### config.mk
export PLATFORM = sky130hd
export DESIGN_NAME = pc_seq
export DESIGN_NICKNAME = d
export VERILOG_FILES = /design/src/rtl/pc_seq.sv
export SDC_FILE = /design/constraint.sdc
export NUM_CORES = 1
export LEC_CHECK = 0
export ABC_AREA = 1
export BUFFER_PORTS_ARGS = -buffer_cell sky130_fd_sc_hd__buf_2
export CAP_MARGIN = 10
export CORE_MARGIN = 2
export CORE_UTILIZATION = 55
export DETAILED_ROUTE_END_ITERATION = 12
export HOLD_SLACK_MARGIN = 0.02
export PLACE_DENSITY_LB_ADDON = 0.05
export SLEW_MARGIN = 20
export SYNTH_ARGS = -nofsm -noshare
export SYNTH_HDL_FRONTEND = slang
export SYNTH_SLANG_ARGS = --single-unit
### constraint.sdc
create_clock -name clk -period 1.9 [get_ports clk]
set_clock_uncertainty 0.1 [all_clocks]
set_input_delay 0.095 -clock clk [delete_from_list [all_inputs] [get_ports clk]]
set_output_delay 0.095 -clock clk [all_outputs]
set_load 0.01 [all_outputs]
### src/rtl/pc_seq.sv
// pc_seq: program counter sequencer with page-composed jumps, skip flushes
// and a shift-register hardware return stack.
module pc_seq #(
    parameter int PC_WIDTH = 11,
    parameter int STACK_DEPTH = 2,
    parameter logic [PC_WIDTH-1:0] RESET_VEC = '1
) (
    input  logic                clk,
    input  logic                rst_n,
    input  logic                q1,
    input  logic                q4,
    input  logic [8:0]          ir,
    input  logic [2:0]          pa,
    input  logic                op_goto,
    input  logic                op_call,
    input  logic                op_retlw,
    input  logic                op_skip,
    input  logic                pcl_we,
    input  logic [7:0]          pcl_data,
    output logic [PC_WIDTH-1:0] pc,
    output logic                flush,
    output logic [3:0]          sp,
    output logic                stk_ovf,
    output logic                stk_unf
);
    localparam logic [3:0] DEPTH = 4'(STACK_DEPTH);

    logic [PC_WIDTH-1:0] r_pc;
    logic [PC_WIDTH-1:0] r_stk [STACK_DEPTH];
    logic                r_jump, r_flush, r_ovf, r_unf;
    logic [3:0]          r_sp;
    logic                w_ret, w_call, w_goto, w_pclw, w_skip, w_load;
    logic [PC_WIDTH-1:0] w_target;
    logic                w_unused_pa0;

    assign w_ret  = q4 & op_retlw;
    assign w_call = q4 & op_call & ~op_retlw;
    assign w_goto = q4 & op_goto & ~op_call & ~op_retlw;
    assign w_pclw = q4 & pcl_we & ~op_goto & ~op_call & ~op_retlw;
    assign w_skip = q4 & op_skip & ~pcl_we & ~op_goto & ~op_call & ~op_retlw;
    assign w_load = w_ret | w_call | w_goto | w_pclw;
    assign w_unused_pa0 = pa[0];

    // Page bits that fall beyond PC_WIDTH are dropped by the size casts.
    always_comb
        w_target = w_ret  ? r_stk[0] :
                   w_call ? PC_WIDTH'({pa[2:1], 1'b0, ir[7:0]}) :
                   w_goto ? PC_WIDTH'({pa[2:1], ir}) :
                            PC_WIDTH'({pa[2:1], 1'b0, pcl_data});

    always_ff @(posedge clk or negedge rst_n) begin
        if (!rst_n) begin
            r_pc    <= RESET_VEC;
            r_jump  <= 1'b1;
            r_flush <= 1'b1;
            r_sp    <= '0;
            r_ovf   <= 1'b0;
            r_unf   <= 1'b0;
            for (int i = 0; i < STACK_DEPTH; i++) r_stk[i] <= '0;
        end else begin
            // An execute strobe owns the cycle; a coincident fetch strobe is ignored.
            if (w_load) begin
                r_pc    <= w_target;
                r_jump  <= 1'b1;
                r_flush <= 1'b1;
            end else if (w_skip) begin
                r_flush <= 1'b1;
            end else if (q1 && !q4) begin
                if (!r_jump) r_pc <= r_pc + PC_WIDTH'(1);
                r_jump  <= 1'b0;
                r_flush <= 1'b0;
            end
            if (w_call) begin
                for (int i = 1; i < STACK_DEPTH; i++) r_stk[i] <= r_stk[i-1];
                r_stk[0] <= r_pc;
                if (r_sp == DEPTH) r_ovf <= 1'b1;
                else r_sp <= r_sp + 4'd1;
            end else if (w_ret) begin
                for (int i = 0; i < STACK_DEPTH - 1; i++) r_stk[i] <= r_stk[i+1];
                if (r_sp == 4'd0) r_unf <= 1'b1;
                else r_sp <= r_sp - 4'd1;
            end
        end
    end

    assign pc      = r_pc;
    assign flush   = r_flush;
    assign sp      = r_sp;
    assign stk_ovf = r_ovf;
    assign stk_unf = r_unf;
endmodule

==> results of run 1 <==
[per-stage QoR]
step / area (sq um) / power [W]
final: 2800 / 0.00307
after global routing: 2800 / 0.00332
after CTS: 2800 / 0.00309
after detailed placement: 2650 / 0.00237
after global placement: 2650 / 0.00234
after floorplan: 2360 / 0.00203
[cell usage in the layout, fill, tap and decap left out, drive strengths merged, types with 7 or more instances in the layout]
| cell type | synthesis | final |
|---|---|---|
| a21oi | 7 | 7 |
| buf | 7 | 51 |
| dfrtp | 28 | 28 |
| dfstp | 13 | 13 |
| inv | 41 | 41 |
| nand2 | 128 | 128 |
| nand3 | 31 | 31 |
| nor2 | 37 | 37 |
| o21ai | 9 | 9 |
| o221ai | 8 | 8 |
[metal layers]
metal,track usage (%),vias up,routed length (um)
met3,6.10,11,349
met5,0,-,0
met4,8.50,0,121
li1,-,1158,-
met1,35.0,1017,2530
met2,39.7,63,2630
[tightest hold or removal path, cell delays in order]
cell     delay (ns)
buf_2          0.08
inv_1          0.03
nor2_1         0.12
o21ai_0        0.10
[logic make-up (layout without fill, tap and decap cells)]
family	count (synthesis)	after routing
AOI/OAI and AO/OA	33	33
and+or+nand+nor	201	201
DFF	41	41
adders and majority gates	4	4
buffers and inverters	48	104
xor gates and xnor gates	1	1
[final timing paths]
check,from,slack (ns),to,depth (start not counted)
worst max-delay path,pc[1]$_DFFE_PN1P_,0.27,pc[10]$_DFFE_PN1P_,8
worst min-delay path,q1,0.03,r_jump$_DFFE_PN1P_,4
worst max register to register,pc[1]$_DFFE_PN1P_,0.27,pc[10]$_DFFE_PN1P_,8
worst min register to register,stk_ovf$_DFFE_PN0P_,0.37,stk_ovf$_DFFE_PN0P_,2
max in group asynchronous,rst_n,1.05,pc[4]$_DFFE_PN1P_,3
min in group asynchronous,rst_n,0.28,sp[2]$_DFFE_PN0P_,3
[power breakdown]
part	total [W]	internal [W]	switching, W
logic	0.000969	0.000401	0.000568
registers	0.00139	0.00117	0.000225
clock network	0.000709	0.000394	0.000314
[final cells by class]
cell class	instances	share of cell area, %
Multi-Input combinational cell	239	40.0
Tap cell	50	2.23
Clock inverter	2	1.38
Timing Repair Buffer	55	11.1
Sequential cell	41	37.2
Inverter	41	5.49
Clock buffer	6	2.59
[state kept, by name, indices dropped and copies added, names as in the netlist]
register	cells
stk_ovf	1
flush	1
stk_unf	1
sp	4
pc	11
r_jump	1
r_stk	22
==> results.sh, run 1 <==
export IMPL_max_cap_viol_count=0
export IMPL_numCtsBuffers=5
export IMPL_crit_path_start_kind="register"
export IMPL_synth_fa_ha_area_share_pct=2.44
export IMPL_post_place_ws_ns=0.239
export IMPL_diodes=0
export IMPL_dr_pass1_iters=4
export IMPL_fin_crit_ns=1.63
export IMPL_instances_no_fill=434
export IMPL_ys_ff_latch=41
export IMPL_worst_path_most_repeated_cell="nand2_1"
export IMPL_drv_slew=0
export IMPL_fin_setup_tns_ns=0
export IMPL_grt_pass1_wl_mm=9.81
export IMPL_slowest_delay_ns=0.59
export IMPL_fmax_ghz=0.612
export IMPL_worst_path_buf_inv=1
export IMPL_slew_headroom_pct=65.6
export IMPL_synth_xor_area_share_pct=0.372
export IMPL_area_growth_synth_to_final_pct=19.0
export IMPL_cts_max_path_buffers=2
export IMPL_hp_class="in2reg"
export IMPL_utilization_pct=69.1
export IMPL_synth_cells=328
export IMPL_endpoint_kind="register"
export IMPL_synth_area_top_cells="dfrtp_1 (30%), nand2_1 (20%), dfstp_2 (14%)"
export IMPL_synth_top_area_share_pct=29.7
export IMPL_holdWs_ns=0.0282
export IMPL_synth_top_family_by_area="simple AND/OR/NAND/NOR gates"
export IMPL_period_share_pct=86.0
export IMPL_crit_family="flip-flops"
export IMPL_layout_setup_ws_ns=0.266
export IMPL_grt_max_degree=42
export IMPL_seq_area_sq_um=1040
export IMPL_synth_edf_count=0
export IMPL_cp_max_fo=6
export IMPL_grtUsageTotal_pct=25.5
export IMPL_clk_pin_slew_ns=0.08
export IMPL_finalSetupViolations=0
export IMPL_outcome="complete, no violations"
export IMPL_synth_nets=361
export IMPL_yosysMostFrequentCell="nand2_1"
export IMPL_power_leakage_nw=1.52
export IMPL_h_tree_depth=2
export IMPL_synth_mux_area_share_pct=0
export IMPL_cts_hold_buf=4
export IMPL_tightest_slew_ns=0.517
export IMPL_grt_setup_unrepaired="no"
export IMPL_grt_overflow=0
export IMPL_yosys_area_share_simple_pct=35.4
export IMPL_insertion_delay_ns=0.30
export IMPL_post_cts_resized=0
export IMPL_drt_initial_drc_count=235
export IMPL_crit_path_cell_trace="ha_1 > nand2_1 > inv_1 > nand2_1 > o21ai_0 > nand2_1 > nand2_1 > nand3_1"
export IMPL_post_dp_hpwl_mm=4.16
export IMPL_die_w_um=69.5
export IMPL_drc=0
export IMPL_wl_per_cell_um=13.0
export IMPL_syn_avg_cell_area_sq_um=7.18
export IMPL_ir_drop_mv=0.669
export IMPL_yosysSeqAreaShare_pct=44.2
export IMPL_gp_congestion=0.895
export IMPL_vias=2249
export IMPL_layout_drive_gt1_share_pct=21.1
export IMPL_start_util_pct=58.1
export IMPL_powerDensity_nw_per_um2=1100
export IMPL_die_h_um=69.5
export IMPL_fp_coreArea_sq_um=4060
export IMPL_hold_viol_final=0
export IMPL_cp_data_arrival_time_ns=1.77
export IMPL_rows=23
export IMPL_ys_warn_count=0
export IMPL_io_buffers=45
export IMPL_synth_cell_types=27
export IMPL_antenna_found_initial=0
export IMPL_crit_type="reg2reg"
export IMPL_ioPinCount=47
export IMPL_drtAntennaViolNets=0
export IMPL_multi_input_area_sq_um=1120
export IMPL_cts_sinks=41
export IMPL_cts_root_buf="clkbuf_8"
export IMPL_syn_area_sq_um=2360
export IMPL_layout_nets=416
export IMPL_wirelength_mm=5.63
export IMPL_cts_tree="built"
export IMPL_synth_top_cell_by_area="dfrtp_1"
export IMPL_grt_pass1_vias=2169
export IMPL_die_area_sq_um=4820
export IMPL_post_cts_buffers=0
export IMPL_vias_per_cell=5.18
export IMPL_synth_compound_area_share_pct=9.45
export IMPL_synthFlopType="dfrtp_1"
export IMPL_ys_async_sr_fraction_pct=100
export IMPL_synth_commonest_cells="nand2_1 (127), inv_1 (40), nor2_1 (33), nand3_1 (30), dfrtp_1 (28)"
export IMPL_fillers=355
export IMPL_cp_slowest_cell="dfstp_2"
export IMPL_numPlacedInstances=422
export IMPL_cp_required_ns=2.03
No activity file was read; power rests on OpenSTA's default activity.
==> run 2, diff against run 1 <==
--- a/config.mk
+++ b/config.mk
@@ -9,7 +9,7 @@
 export BUFFER_PORTS_ARGS = -buffer_cell sky130_fd_sc_hd__buf_2
 export CAP_MARGIN = 10
 export CORE_MARGIN = 2
-export CORE_UTILIZATION = 55
+export CORE_UTILIZATION = 50
 export DETAILED_ROUTE_END_ITERATION = 12
 export HOLD_SLACK_MARGIN = 0.02
 export PLACE_DENSITY_LB_ADDON = 0.05
==> results.sh, run 2 (synthesis results as in run 1) <==
export IMPL_h_tree_depth=2
export IMPL_cts_max_path_buffers=2
export IMPL_power_leakage_nw=1.51
export IMPL_multi_input_area_sq_um=1120
export IMPL_grt_overflow=0
export IMPL_layout_setup_ws_ns=0.262
export IMPL_wl_per_cell_um=13.1
export IMPL_diodes=0
export IMPL_wirelength_mm=5.73
export IMPL_drtAntennaViolNets=0
export IMPL_drt_initial_drc_count=140
export IMPL_layout_drive_gt1_share_pct=21.0
export IMPL_seq_area_sq_um=1040
export IMPL_fp_coreArea_sq_um=4440
export IMPL_fin_crit_ns=1.64
export IMPL_rows=24
export IMPL_post_dp_cell_area_sq_um=2670
export IMPL_die_h_um=72.6
export IMPL_vias=2244
export IMPL_antenna_found_initial=0
export IMPL_max_cap_viol_count=0
export IMPL_drc=0
export IMPL_cp_data_arrival_time_ns=1.76
export IMPL_period_share_pct=86.2
export IMPL_crit_path_start_kind="register"
export IMPL_cts_root_buf="clkbuf_8"
export IMPL_die_w_um=72.6
export IMPL_start_util_pct=53.0
export IMPL_slew_headroom_pct=64.6
export IMPL_vias_per_cell=5.14
export IMPL_grt_setup_unrepaired="no"
export IMPL_hold_viol_final=0
export IMPL_post_cts_resized=0
export IMPL_crit_type="reg2reg"
export IMPL_layout_commonest_cell="nand2_1"
export IMPL_largest_reg_flops=22
export IMPL_ioPinCount=47
export IMPL_cp_required_ns=2.02
export IMPL_holdWs_ns=0.00838
export IMPL_numCtsBuffers=5
export IMPL_regMostFlops="r_stk"
export IMPL_cts_sinks=41
export IMPL_gp_congestion=0.830
export IMPL_io_buffers=45
export IMPL_fin_area_sq_um=2800
export IMPL_fmax_ghz=0.611
export IMPL_clk_pin_slew_ns=0.08
export IMPL_die_area_sq_um=5280
export IMPL_final_cell_mix="nand2_1 (127), buf_2 (45), inv_1 (40)"
export IMPL_insertion_delay_ns=0.30
export IMPL_layout_nets=417
export IMPL_hp_class="in2reg"
export IMPL_post_place_ws_ns=0.250
export IMPL_post_dp_hpwl_mm=4.24
export IMPL_tightest_slew_ns=0.531
export IMPL_dr_pass1_iters=4
export IMPL_utilization_pct=63.0
export IMPL_powerDensity_nw_per_um2=1050
export IMPL_fin_setup_tns_ns=0
export IMPL_grt_max_degree=24
export IMPL_grt_pass1_wl_mm=9.83
export IMPL_post_cts_buffers=0
export IMPL_outcome="complete, no violations"
export IMPL_fillers=421
export IMPL_drv_slew=0
export IMPL_ir_drop_mv=0.588
export IMPL_cts_tree="built"
export IMPL_endpoint_kind="register"
export IMPL_area_growth_synth_to_final_pct=18.8
export IMPL_cp_max_fo=6
export IMPL_grt_pass1_vias=2110
export IMPL_finalSetupViolations=0
export IMPL_grtUsageTotal_pct=24.3
-- run 2: power breakdown --
part / leakage (nW) / internal (W) / switching (W)
clock: 0.0450 / 0.000255 / 0.000308
combinational: 0.976 / 0.000405 / 0.000570
sequential: 0.490 / 0.00117 / 0.000232
-- run 2: worst paths after layout --
check                                           start                     to  slack, ns  cells past startpoint
worst max-delay path                pc[1]$_DFFE_PN1P_     pc[10]$_DFFE_PN1P_       0.26                      8
worst min-delay path                               q4      flush$_DFFE_PN1P_      0.008                      3
worst max register to register      pc[1]$_DFFE_PN1P_     pc[10]$_DFFE_PN1P_       0.26                      8
worst min register to register  r_stk[10]$_DFFE_PN0P_  r_stk[10]$_DFFE_PN0P_       0.37                      2
max in group asynchronous                       rst_n      pc[8]$_DFFE_PN1P_       0.92                      3
min in group asynchronous                       rst_n      sp[0]$_DFFE_PN0P_       0.21                      2
-- run 2: critical path: stages (launching register included) --
cell and delay (ns):
dfstp_2 0.59, ha_1 0.20, nand2_1 0.10, inv_1 0.13, nand2_1 0.09, o21ai_0 0.16
nand2_1 0.06, nand2_1 0.06, nand3_1 0.07
-- run 2: area by class of cell --
class	instances	share of cell area, %
Multi-Input combinational cell	239	40.1
Sequential cell	41	37.2
Timing Repair Buffer	56	11.9
Inverter	41	5.50
Clock buffer	6	2.59
Tap cell	52	2.32
Clock inverter	2	0.358
-- run 2: repair_timing --
action	CTS	global route
hold endpoints to repair	21	0
endpoints found under the setup margin	0	1
hold buffers	6	0
-- run 2: per-stage QoR --
step / power [W] / std cells
2_1_floorplan: 0.00203 / 328
3_3_place_gp: 0.00235 / 424
3_5_place_dp: 0.00238 / 424
4_1_cts: 0.00296 / 438
5_1_grt: 0.00319 / 437
6_report: 0.00294 / 437
-- run 2: routing by layer --
layer | vias up | global-route usage, % | wire length (um)
li1 | 1164 | - | -
met1 | 1023 | 33.6 | 2800
met2 | 50 | 39.3 | 2660
met3 | 7 | 4.97 | 214
met4 | 0 | 5.76 | 55
met5 | - | 0 | 0
